File: src/rtl/mmio_switch_port.sv
// rtl/mmio_switch_port.sv - debounced slide-switch MMIO port with sticky change status
// Optional mask register and interrupt output are built when SWITCH_PORT_IRQ_EN is defined.
module mmio_switch_port #(
    parameter logic [8:0] BASE_ADDR       = 9'h140,
    parameter int         DEBOUNCE_CYCLES = 16
) (
    input  logic        clk,
    input  logic        reset,
    input  logic [1:0]  mem_cmd,
    input  logic [8:0]  mem_addr,
    input  logic [15:0] wr_data,
    input  logic [7:0]  sw_raw,
    output logic        rd_drive,
    output logic [15:0] rd_data,
    output logic        irq
);
    localparam int            CW          = $clog2(DEBOUNCE_CYCLES + 1);
    localparam logic [CW-1:0] CNT_LAST    = CW'(DEBOUNCE_CYCLES - 1);
    localparam logic [8:0]    ADDR_DATA   = BASE_ADDR;
    localparam logic [8:0]    ADDR_STATUS = BASE_ADDR + 9'd1;
    localparam logic [8:0]    ADDR_MASK   = BASE_ADDR + 9'd2;
    localparam logic [1:0]    CMD_READ    = 2'b11;
    localparam logic [1:0]    CMD_WRITE   = 2'b01;

    logic [7:0]    s1;
    logic [7:0]    s2;
    logic [7:0]    stable;
    logic [7:0]    change;
    logic [7:0]    chg_set;
    logic [7:0]    chg_clr;
    logic [7:0]    status_snap;
    logic [7:0]    status_view;
    logic [7:0]    mask_q;
    logic [CW-1:0] cnt [8];
    logic          in_window;
    logic          rd_sel;
    logic          wr_sel;
    logic          rd_status;
    logic          rd_sel_d;
    logic          rd_first;
    logic          unused_wr_hi;

    assign unused_wr_hi = ^wr_data[15:8];

    assign in_window = (mem_addr == ADDR_DATA) || (mem_addr == ADDR_STATUS) ||
                       (mem_addr == ADDR_MASK);
    assign rd_sel    = (mem_cmd == CMD_READ)  && in_window;
    assign wr_sel    = (mem_cmd == CMD_WRITE) && in_window;
    assign rd_status = rd_sel && (mem_addr == ADDR_STATUS);
    assign rd_first  = rd_status && !rd_sel_d;

    // A bit is accepted once its synchronized value has differed for DEBOUNCE_CYCLES edges.
    always_comb begin
        chg_set = '0;
        for (int i = 0; i < 8; i++) begin
            chg_set[i] = (s2[i] != stable[i]) && (cnt[i] == CNT_LAST);
        end
    end

    always_ff @(posedge clk) begin
        if (reset) begin
            s1     <= '0;
            s2     <= '0;
            stable <= '0;
            for (int i = 0; i < 8; i++) begin
                cnt[i] <= '0;
            end
        end else begin
            s1     <= sw_raw;
            s2     <= s1;
            stable <= stable ^ chg_set;
            for (int i = 0; i < 8; i++) begin
                if ((s2[i] == stable[i]) || chg_set[i]) begin
                    cnt[i] <= '0;
                end else begin
                    cnt[i] <= cnt[i] + CW'(1);
                end
            end
        end
    end

    always_comb begin
        chg_clr = '0;
        if (rd_first) begin
            chg_clr = 8'hFF;
        end
        if (wr_sel && (mem_addr == ADDR_STATUS)) begin
            chg_clr = chg_clr | wr_data[7:0];
        end
    end

    // The snapshot lets a multi-cycle STATUS read keep returning the pre-clear value.
    always_ff @(posedge clk) begin
        if (reset) begin
            change      <= '0;
            rd_sel_d    <= 1'b0;
            status_snap <= '0;
        end else begin
            change   <= (change & ~chg_clr) | chg_set;
            rd_sel_d <= rd_status;
            if (rd_first) begin
                status_snap <= change;
            end
        end
    end

    assign status_view = rd_sel_d ? status_snap : change;

`ifdef SWITCH_PORT_IRQ_EN
    logic [7:0] mask;

    always_ff @(posedge clk) begin
        if (reset) begin
            mask <= '0;
            irq  <= 1'b0;
        end else begin
            if (wr_sel && (mem_addr == ADDR_MASK)) begin
                mask <= wr_data[7:0];
            end
            irq <= |(change & mask);
        end
    end

    assign mask_q = mask;
`else
    assign mask_q = '0;
    assign irq    = 1'b0;
`endif

    assign rd_drive = rd_sel;

    always_comb begin
        rd_data = 16'h0000;
        if (rd_sel) begin
            case (mem_addr)
                ADDR_DATA:   rd_data = {8'h00, stable};
                ADDR_STATUS: rd_data = {|status_view, 7'b000_0000, status_view};
                default:     rd_data = {8'h00, mask_q};
            endcase
        end
    end
endmodule

File: config.mk
export PLATFORM = sky130hd
export DESIGN_NAME = mmio_switch_port
export DESIGN_NICKNAME = d
export VERILOG_FILES = /design/src/rtl/mmio_switch_port.sv
export SDC_FILE = /design/constraint.sdc
export NUM_CORES = 1
export LEC_CHECK = 0
export CAP_MARGIN = 40
export CORE_ASPECT_RATIO = 0.6
export CORE_MARGIN = 2
export CORE_UTILIZATION = 33
export DETAILED_ROUTE_END_ITERATION = 6
export PLACE_DENSITY_LB_ADDON = 0.3
export SLEW_MARGIN = 10
export SYNTH_ARGS = -nofsm -noshare
export SYNTH_HDL_FRONTEND = slang
export SYNTH_SLANG_ARGS = --single-unit
File: constraint.sdc
create_clock -name clk -period 5.15 [get_ports clk]
set_input_delay 0.7725 -clock clk [delete_from_list [all_inputs] [get_ports clk]]
set_output_delay 0.7725 -clock clk [all_outputs]
set_load 0.02 [all_outputs]
==> flow_summary.ini <==
[yosys]
yosys.area.top_type = edfxtp_1
ys_seq_area_frac = 0.527
synth_compound_area_frac = 0.0668
syn_inst = 351
post-synth-top-count-cell = nor2_1
synth.top_cell.area_share = 0.313
synth_simple_gate_area_frac = 0.193
synth_fa_ha_area_frac = 0.0522
synth_common_cells = nor2_1 (58), dfxtp_1 (41), edfxtp_1 (40)
synthXorXnorAreaFrac = 0.0548
synth.ff_latch_count = 81
synth-async-reset-ratio = 0
yosys_warnings = 0
synth.area.top_cells = edfxtp_1 (31%), dfxtp_1 (21%), nor2_1 (5.7%), ha_1 (5.2%), mux2i_1 (4.2%)
syn-cell-area_mm2 = 0.00384
ys.flop_type = dfxtp_1
muxShareOfSynthArea = 0.0417
synth.avg_cell_area_um2 = 10.9
synth-edff-count = 40
yosysUniqueCellTypes = 35
synth_top_family_by_area = simple AND/OR/NAND/NOR gates

[worst_setup_path]
cp.arrival_ps = 3140
cp-start-kind = input port
cp-end-kind = output port
cp_data_required_time_ps = 4380
crit_path_max_fanout = 11
path_class = in2out

[route]
first_iter_violations = 146
viasPerCell = 4.54
antenna_left = 0
drt-met1-wl_um = 3720
num_vias = 2688
top_layer_used = met4
first_pass_iters = 4
wl_um = 7530
wl_met3_um = 498
wl_per_cell_um = 12.7
wl_met2_um = 3230
drc = 0

[sta]
finalCritPeriodShare = 0.759
setup_tns_ps = 0
slew_headroom = 0.515
worst_slew_pin_slew_ps = 724
setup_violations = 0
hold_violations = 0
fmax_mhz = 256
rsz0062_at_grt = no
fin_worst_skew_ps = 3.66
slew_violations = 0
period_needed_ps = 3910

[finish]
syn_to_final_growth_pct = 24.5
n_antenna_cell = 0
finalNonFillerCells = 592
final_area_mm2 = 0.00478
nNetsFinal = 480
fill_cells = 1129
layout-drive-gt1-share = 0.0625

[power_and_ir_drop]
p_comb_frac = 0.059
power_leakage_nw = 1.80
power_density_mw_per_mm2 = 306
clockPowerShare = 0.458
switching_share = 0.210
p_int_mw = 1.16
switchingPower_uw = 308
vdd_drop_max_mv = 0.159
seq_power_share = 0.483

[place]
placed_cell_area_mm2 = 0.00447
io_buffers = 38
dp_hpwl_um = 5420
gp_congestion = 0.824
placed_cells = 576

[clocking]
clock_path_buffers = 2
postCtsSetupBuffers = 0
clkSlewWorstSetupHoldPaths_ps = 60
cts.sink_count = 81
cts-resized-gates = 0
tritoncts = built
cts_max_level = 3
numCtsBuffers = 9
holdBufCountCts = 0
clock_latency_ps = 330
cts_root_buf = clkbuf_16

[floorplan]
fp.dieH_um = 87.5
num_rows = 30
ios = 55
fp.coreArea_mm2 = 0.0113
start_util = 0.339
die_area_mm2 = 0.0125
die_w_um = 143

[grt]
grt_max_degree = 47
overflow = 0
grt_usage = 0.134
antenna_found_initial = 0
grt_pass1_wl_um = 12800
grt_pass1_vias = 2655

[run_status]
status = finished, final reports clean

[min_path]
worst_hold_path_type = reg2reg

[flow_run]
maxCapViolCount = 0
## placed cells by master, fill, tap and decap left out, drive strengths merged
master         count
a21oi              9
a31oi              1
a32o               8
and3               9
and4bb             2
buf                4
bufinv             2
clkbuf             9
clkdlybuf4s50     37
clkinv             5
conb              48
dfxtp             41
edfxtp            40
ha                16
inv               24
mux2i             16
nand3              9
nand4             18
nand4bb            2
nor2              58
nor2b             17
nor3               2
nor3b              1
nor4               2
nor4b              1
o22ai              8
o31ai              8
or3                8
or4                2
or4b               1
xnor2             16
xor2               8
## flip-flops by register name, indices dropped and copies added (netlist names), named ones only
signal       cells
cnt             40
change           8
s1               8
s2               8
status_snap      8
rd_sel_d         1
## worst max-delay path, cell delays in order
cell and delay [ps]:
clkdlybuf4s50_1 410, and4bb_2 470, buf_4 270, nand4_4 230, nor3_1 330, clkdlybuf4s50_1 650
## path summary, 6_finish.rpt
check	startpoint	endpoint	slack (ps)	cells past startpoint
max	mem_addr[2]	rd_data[15]	1240	6
min	s1[3]	s2[3]	430	1
min reg2reg	s1[3]	s2[3]	430	1
max reg2reg	rd_sel_d	change[6]	3330	3
## per-layer routing
metal	global-route usage	up-vias
li1	-	1345
met1	0.182	1268
met2	0.200	67
met3	0.0481	8
met4	0.0419	0
met5	0	-
## kinds of logic after synthesis
group	after synthesis
AO/OA/AOI/OAI	34
XOR/XNOR	24
adder cells (fa/ha/maj)	16
buffers and inverters	46
flip-flops	81
multiplexers	16
other	2
AND/OR/NAND/NOR	132
## final cells by class
| class | count | area (µm²) | share of cell area |
|---|---|---|---|
| Timing Repair Buffer | 41 | 410 | 0.0858 |
| Sequential cell | 81 | 2020 | 0.423 |
| Clock inverter | 7 | 85.1 | 0.0178 |
| Tap cell | 160 | 200 | 0.0419 |
| Inverter | 24 | 90.1 | 0.0188 |
| Multi-Input combinational cell | 270 | 1750 | 0.366 |
| Clock buffer | 9 | 225 | 0.0471 |
## power by group through the flow
stage	clock network (mW)	registers, mW	logic [mW]
2_1_floorplan	0	0.718	0.0569
3_3_place_gp	0	0.720	0.0826
3_5_place_dp	0	0.721	0.0860
4_1_cts	0.686	0.707	0.0863
5_1_grt	0.717	0.709	0.0979
6_report	0.670	0.707	0.0864
## stage by stage
step	utilization	total power, mW	hold WS [ps]	setup WS (ps)
global route	0.422	1.52	451	1100
finish	0.422	1.46	434	1240
global placement	0.393	0.802	421	1260
CTS	0.422	1.48	434	1210
floorplan	-	0.775	414	2380
detailed placement	0.394	0.807	420	1210
Power figures use the tool's default switching activity.
